## config.mk

```make
export PLATFORM = sky130hd
export DESIGN_NAME = serial_frame_rx
export DESIGN_NICKNAME = d
export VERILOG_FILES = /design/src/rtl/serial_frame_rx.sv
export SDC_FILE = /design/constraint.sdc
export NUM_CORES = 1
export LEC_CHECK = 0
export ABC_AREA = 1
export BUFFER_PORTS_ARGS = -buffer_cell sky130_fd_sc_hd__buf_2
export CAP_MARGIN = 20
export CORE_MARGIN = 3
export CORE_UTILIZATION = 50
export CTS_CLUSTER_DIAMETER = 80
export DETAILED_ROUTE_END_ITERATION = 10
export HOLD_SLACK_MARGIN = 0.06
export MAX_ROUTING_LAYER = met4
export PLACE_DENSITY = 0.76
export SYNTH_ARGS = -nofsm -noshare
export SYNTH_HDL_FRONTEND = slang
export SYNTH_SLANG_ARGS = --single-unit
```

## constraint.sdc

```tcl
create_clock -name clk -period 1.72 [get_ports clk]
set_input_delay 0.172 -clock clk [delete_from_list [all_inputs] [get_ports clk]]
set_output_delay 0.172 -clock clk [all_outputs]
set_load 0.005 [all_outputs]
```

## src/rtl/serial_frame_rx.sv

```systemverilog
// Serial frame receiver: start bit, DATA_W data bits LSB first, optional even
// parity bit and stop bit, sampled mid-bit and presented as a parallel word.
module serial_frame_rx #(
    parameter int DATA_W       = 8,
    parameter int CLKS_PER_BIT = 1,
    parameter int PARITY_EN    = 1
) (
    input  logic              clk,
    input  logic              rst,
    input  logic              sin,
    input  logic              en,
    output logic [DATA_W-1:0] dout,
    output logic              dvalid,
    output logic              perr,
    output logic              ferr,
    output logic              busy
);

    localparam int H      = (CLKS_PER_BIT - 1) / 2;
    localparam int TICK_W = (CLKS_PER_BIT > 1) ? $clog2(CLKS_PER_BIT) : 1;
    localparam int BIT_W  = (DATA_W > 1) ? $clog2(DATA_W) : 1;

    localparam logic [TICK_W-1:0] TICK_BIT  = TICK_W'(CLKS_PER_BIT - 1);
    localparam logic [TICK_W-1:0] TICK_HALF = TICK_W'((H > 0) ? (H - 1) : 0);
    localparam logic [BIT_W-1:0]  LAST_BIT  = BIT_W'(DATA_W - 1);
    localparam bit                START_AT_T0 = (H == 0);

    typedef enum logic [2:0] {
        S_IDLE,
        S_START,
        S_DATA,
        S_PARITY,
        S_STOP,
        S_BREAK
    } state_t;

    state_t              state_reg, state_next;
    logic [TICK_W-1:0]   tick_reg, tick_next;
    logic [BIT_W-1:0]    bit_reg, bit_next;
    logic [DATA_W-1:0]   data_reg, data_next;
    logic                par_reg, par_next;
    logic [DATA_W-1:0]   dout_reg, dout_next;
    logic                dvalid_reg, dvalid_next;
    logic                perr_reg, perr_next;
    logic                ferr_reg, ferr_next;
    logic [DATA_W-1:0]   data_shift;
    logic                sample;

    // Incoming bits enter at the MSB so the first (LSB) bit ends up at bit 0.
    generate
        if (DATA_W == 1) begin : g_shift_one
            assign data_shift = sin;
        end else begin : g_shift_many
            assign data_shift = {sin, data_reg[DATA_W-1:1]};
        end
    endgenerate

    always_ff @(posedge clk or posedge rst) begin
        if (rst) begin
            state_reg  <= S_IDLE;
            tick_reg   <= '0;
            bit_reg    <= '0;
            data_reg   <= '0;
            par_reg    <= 1'b0;
            dout_reg   <= '0;
            dvalid_reg <= 1'b0;
            perr_reg   <= 1'b0;
            ferr_reg   <= 1'b0;
        end else begin
            state_reg  <= state_next;
            tick_reg   <= tick_next;
            bit_reg    <= bit_next;
            data_reg   <= data_next;
            par_reg    <= par_next;
            dout_reg   <= dout_next;
            dvalid_reg <= dvalid_next;
            perr_reg   <= perr_next;
            ferr_reg   <= ferr_next;
        end
    end

    // tick_reg counts down the clocks remaining until the next mid-bit sample.
    always_comb begin
        state_next  = state_reg;
        tick_next   = tick_reg;
        bit_next    = bit_reg;
        data_next   = data_reg;
        par_next    = par_reg;
        dout_next   = dout_reg;
        dvalid_next = 1'b0;
        perr_next   = 1'b0;
        ferr_next   = 1'b0;
        sample      = (tick_reg == '0);

        if (state_reg != S_IDLE && !en) begin
            state_next = S_IDLE;
        end else begin
            case (state_reg)
                S_IDLE: begin
                    if (en && !sin) begin
                        bit_next = '0;
                        par_next = 1'b0;
                        if (START_AT_T0) begin
                            state_next = S_DATA;
                            tick_next  = TICK_BIT;
                        end else begin
                            state_next = S_START;
                            tick_next  = TICK_HALF;
                        end
                    end
                end
                S_START: begin
                    if (sample) begin
                        if (sin) begin
                            state_next = S_IDLE;
                        end else begin
                            state_next = S_DATA;
                            tick_next  = TICK_BIT;
                        end
                    end else begin
                        tick_next = tick_reg - TICK_W'(1);
                    end
                end
                S_DATA: begin
                    if (sample) begin
                        data_next = data_shift;
                        tick_next = TICK_BIT;
                        if (bit_reg == LAST_BIT) begin
                            state_next = (PARITY_EN != 0) ? S_PARITY : S_STOP;
                        end else begin
                            bit_next = bit_reg + BIT_W'(1);
                        end
                    end else begin
                        tick_next = tick_reg - TICK_W'(1);
                    end
                end
                S_PARITY: begin
                    if (sample) begin
                        par_next   = (^data_reg) ^ sin;
                        state_next = S_STOP;
                        tick_next  = TICK_BIT;
                    end else begin
                        tick_next = tick_reg - TICK_W'(1);
                    end
                end
                S_STOP: begin
                    if (sample) begin
                        dout_next   = data_reg;
                        dvalid_next = 1'b1;
                        perr_next   = (PARITY_EN != 0) ? par_reg : 1'b0;
                        ferr_next   = !sin;
                        state_next  = sin ? S_IDLE : S_BREAK;
                    end else begin
                        tick_next = tick_reg - TICK_W'(1);
                    end
                end
                S_BREAK: begin
                    if (sin) begin
                        state_next = S_IDLE;
                    end
                end
                default: begin
                    state_next = S_IDLE;
                end
            endcase
        end
    end

    // With H=0 the start sample is taken in IDLE, so busy must cover that cycle.
    always_comb begin
        busy = 1'b0;
        if (!rst) begin
            case (state_reg)
                S_START, S_DATA, S_PARITY, S_STOP: busy = 1'b1;
                S_IDLE: busy = START_AT_T0 && en && !sin;
                default: busy = 1'b0;
            endcase
        end
    end

    assign dout   = dout_reg;
    assign dvalid = dvalid_reg;
    assign perr   = perr_reg;
    assign ferr   = ferr_reg;

endmodule

```

### Word level (Yosys, flattened, before mapping)

Index checks and enable logic that the tools add are counted.

* bitwise logic cells: 3
* order comparisons: 0
* div/mod/pow operators: 0
* shift operators: 0
* reduce and logical (&&, ||, !) cells: 17
* equality and inequality tests: 17
* add/sub/neg operators: 2
* $mul: 0
* muxes and demuxes: 31

Operator list (number)
* two-way mux 3 bit: 12
* inequality test 3 bit (second input constant): 7
* case mux 3 bit (6 select lines): 1
* two-way mux 1 bit: 13
* == test 3 bit (second input constant): 3
* AND reduction 3 bit: 3
* inequality test 2 bit (second input constant): 4
* parity 8 bit: 1
* AND reduction 7 bit: 1
* == test 3 x 2 -> 1 bit (second input constant): 2
* case mux 1 bit (2 select lines): 3
* case mux 3 bit (2 select lines): 1
* nonzero test 2 bit: 3
* AND reduction 5 bit: 1
* AND reduction 4 bit: 1
* OR reduction 4 bit: 1
* adder 3 x 1 -> 3 bit (second input constant): 1
* == test 3 x 1 -> 1 bit (second input constant): 1
* zero test 3 bit: 1
* nonzero test 3 bit: 1
* logical AND 1 bit: 2
* zero test 1 bit: 2
* two-way mux 2 bit: 1
* inverter 1 bit: 2
* other kinds (2): 2

* latch bits: 0
* logic and storage cells: 79
* memory bits (writable): 0
* output and inout bits: 12
* memories kept: 0
* bits in read-only memories: 0
* input port bits: 4
* register bits: 27

### Depth between registers and ports, before layout

* depth after elaboration: 5
* mapped depth: 11
* depth with buffers taken out: 11

### Worst setup path before layout

Ideal clock, no wire load.

* path type: register to register
* start: register bit_reg[0]
* end: register state_reg[0]
* cell stages (with the launch flop): 7
* path slack: 536 ps
* data required time: 1596 ps
* library setup time: 124 ps
* buffers on the path: 0
* arrival time: 1060 ps
* clock period less this slack: 1184 ps
* path through: dfrtp_1 ha_1 ha_1 inv_1 nand2_4 nand3_1 o21ai_1

* word-level cells in the longest chain between the ends: 3

RTL lines
* start: declaration: line 39 `logic [BIT_W-1:0] bit_reg, bit_next;`
* start signal: assignment: line 72 `bit_reg <= bit_next;`
* == test 3 bit: line 128 `if (bit_reg == LAST_BIT) begin`
* inequality test 3 bit (no line)
* AND reduction 7 bit (no line)
* end signal: assignment: line 70 `state_reg <= state_next;`
* end: declaration: line 37 `state_t state_reg, state_next;`

No other way between the ends.
A chain may end at the register's enable or synchronous reset.

### Worst setup path in the final report

* start: register state_reg[1]
* end: output busy

* word-level cells in the longest chain between the ends: 4
* elaborated cells on any way between the ends: 8
* those cells by class: 4 x eq/ne; 2 x mux; 2 x reduce/logical

RTL lines
* == test 3 bit, or another cell as far along: line 173 `case (state_reg)`
* OR reduction 4 bit (no line)
* case mux 1 bit (2 select lines) *: line 173
* two-way mux 1 bit *: line 172 `if (!rst) begin`
* end: declaration: line 16 `output logic busy`

Mark *: on every way between the ends. The rest lies on a longest branch, timed or not.

==> summary.md <==
The run finished with clean final reports. Power spread over the standard cell area amounts to 1540 mW/mm^2. Termination of the worst setup path: busy. The worst register-to-register path has a depth of 6. For the number of nets with antenna violations after routing, the log shows 0. Measured against the total synthesized area, the mux share comes to 0.769%.

The total negative slack is 0 ns. The tools report the number of nets at the end of the flow as 174. Setup repair after global routing left no endpoint under its margin. The run gives 23 as the count of different cell masters after synthesis.

Dominant combinational cell family by area after synthesis: simple AND/OR/NAND/NOR gates. The worst setup path is captured at a primary output. For this run, the slowest stage of the critical path takes 0.45 ns. Of all nets on the critical path, the largest fanout is 6. The wire length after detailed routing was 2390 um. The HPWL after detailed placement is 1830 um. Entering global routing, the biggest net connects 27 pins. The post-synthesis xor/xnor area fraction is 0.673%. The die outline area is 0.00325 sq mm, and the slack of the worst reg-to-reg path is 0.34 ns. The tools report the final routed DRC violation total as 0.

The multi-input gate area in the final layout came out at 546 sq um. Using the TritonRoute via totals, the vias-per-cell ratio works out to 5.29. The first TritonRoute pass finished after 4 iterations. Buffers inserted during clock tree synthesis total 3. In the layout the commonest cells are 45 x sky130_fd_sc_hd__nand2_1, 26 x sky130_fd_sc_hd__dfrtp_1, 17 x sky130_fd_sc_hd__inv_1, 15 x sky130_fd_sc_hd__buf_2, 11 x sky130_fd_sc_hd__nand3_1.

The worst register-to-register path ends at state_reg[0]. After synthesis the cells add up to 0.00130 sq mm. Synthesis produced a netlist whose cell count is 148. Clock-pin slew was measured on the worst setup and hold paths at 0.13 ns. In the final routed layout, each cell accounts on average for 12.3 um. The count of fill cells added during filler insertion was 210. CTS H-tree depth: 1.

The detailed router finished its first iteration with 20 violations. TritonCTS built the clock tree. The tools report the count of vias placed by the detailed router as 1026. The final number of hold-violating endpoints is 0. The number of antenna diodes in the final layout is 0. The critical path starts at state_reg[1].

In the final layout, the share of cells above drive strength 1 is 24.1%. Data on the critical path arrives at its endpoint at 1.45 ns. Dividing the synthesized area by the synthesized cell count gives 8.79 sq um.

The adder-cell share of the synthesized area is 1.92%. In this run the critical register-to-register path is launched from state_reg[2]. The count of buffers added on input and output ports is 15. The analysis attributes to cell leakage a power of 0.779 nW. The leading cell type in the layout, fill and taps excluded is sky130_fd_sc_hd__nand2_1. For this run, the register share of the synthesized area comes to 50.0%. The element type at the critical path start was a register. The class of the tightest hold or removal check was input pin to register. Across every metal layer, demand over resource in global routing totals 15.9%. For the first-pass GRT wire length, the log shows 3970 um.

After Yosys synthesis, and, or, nand and nor cells account for 27.4% of the synthesized area. The count of clock tree sinks was 26; the number of antenna violations at the first check in global routing was 0. The total overflow left after global routing is 0. The number of global-route vias before repair was 967; the area added between synthesis and finish was 9.81%. The complex-gate fraction of the synthesized area was 11.2%. The signal on the critical path passes through inv_2 > nand2_4 > nor2_1 > nand2_1 > and3_1 > buf_2.

The clock latency of the later-clocked register in the worst-skew pair is 0.31 ns, and the slew at the pin closest to its max-slew limit is 0.374 ns. VDD sags by at most 0.000908 V. The die extent in y came out at 57.0 um.

The width of the chip was 57.0 um; the core area was 0.00234 sq mm. Worst slew margin relative to its limit: 74.9%. Setup violations remaining at the end of the flow were counted as 0. The number of nets handed over by synthesis was 154.

Post-synthesis register bit count: 26. At the worst endpoint, the required time is 1.55 ns. The tree is rooted in a sky130_fd_sc_hd__clkbuf_4.

Total power for the finished layout comes to 2.20 mW. Subtracting the final worst setup slack from the clock period gives 1.63 ns. Pin placement for this block handled 16 I/O pins. The floorplan has 17 rows. Clock skew on the completed layout was measured at 0.00422 ns. Across the run, the number of max-cap violations was 0.

Registers take 651 sq um. The slowest stage of the critical path belongs to the cell sky130_fd_sc_hd__dfrtp_1. Of the available clock period, the critical path in the final layout requires 94.5%. The buffer levels on the longest clock path came out at 2. The Yosys step of the flow raised 0 warnings. The final number of max-transition violations was 0; the initial core utilization was 55.6%. For this run, the top clock speed supported by timing is 0.615 GHz. By startpoint and endpoint, the worst setup path is classified as register to primary output. The placer's final routability congestion estimate is 0.832.
==> stage by stage <==
| step | hold WS [ns] | area, sq um | setup WS, ns | util, % | std cells |
|---|---|---|---|---|---|
| after global routing | 0.129 | 1430 | 0.0122 | 61.1 | 194 |
| after CTS | 0.129 | 1430 | 0.0921 | 61.1 | 194 |
| after floorplan | 0.217 | 1300 | 0.536 | - | 148 |
| after global placement | 0.273 | 1400 | 0.453 | 59.7 | 190 |
| after detailed placement | 0.266 | 1400 | 0.385 | 59.7 | 190 |
| final | 0.137 | 1430 | 0.0947 | 61.1 | 194 |
==> worst min path at each step <==
stage / start / endpoint / slack [ns] / depth (start not counted)
final: en / dvalid / 0.14 / 3
after global routing: en / dvalid / 0.13 / 3
after CTS: en / dvalid / 0.13 / 3
after detailed placement: rst / ferr / 0.27 / 3
after global placement: rst / ferr / 0.27 / 3
after floorplan: rst / bit_reg[0] / 0.22 / 1
==> power by group <==
group | leakage [nW] | internal [mW] | switching (mW)
Combinational | 0.420 | 0.369 | 0.607
Sequential | 0.345 | 0.817 | 0.154
Clock | 0.0138 | 0.0819 | 0.172
Total | 0.779 | 1.27 | 0.933
==> synthesized netlist by cell type, drive strengths merged <==
master / instances / share of area (%)
ha: 2 / 1.9
nor4: 1 / 0.96
a21o: 1 / 0.58
nand2: 48 / 15
o21ai: 20 / 10
and3: 1 / 0.48
xor2: 1 / 0.67
mux2i: 1 / 0.77
dfrtp: 26 / 50
buf: 2 / 1.7
inv: 22 / 6.3
nand3: 12 / 5.6
nor3: 1 / 0.77
o31ai: 1 / 0.58
nor2: 9 / 4.4
==> critical path, delay by kind of cell, from the launching register on <==
| kind | cells | cell delay [ns] |
|---|---|---|
| buffers and inverters | 2 | 0.24 |
| DFF | 1 | 0.45 |
| and+or+nand+nor | 4 | 0.45 |
==> logic make-up after synthesis <==
family,count (synthesis)
DFF,26
buffers and inverters,24
muxes,1
AOI/OAI and AO/OA,22
adders and majority gates,2
and+or+nand+nor,72
xor gates and xnor gates,1
==> repair_timing <==
| item | 4_1_cts | 5_1_grt |
|---|---|---|
| hold buffers | 1 | 0 |
| resized for setup | 0 | 0 |
| hold endpoints to repair | 26 | 0 |
| setup buffers | 0 | 0 |
==> layer usage <==
layer  up-vias  GRT usage [%]  routed length (um)
met4         0           6.62                  29
met2        21           25.9                1180
li1        503              -                   -
met5         -              -                   0
met3         5           2.04                  80
met1       497           19.8                1100
==> layout make-up <==
| type | count | area share (%) |
|---|---|---|
| clock buffer | 3 | 1.58 |
| inverter | 22 | 5.78 |
| multi-input combinational | 98 | 38.2 |
| sequential | 26 | 45.5 |
| tap | 28 | 2.45 |
| timing repair buffer | 17 | 6.48 |
Note: power is estimated with default switching activity, not from simulation.
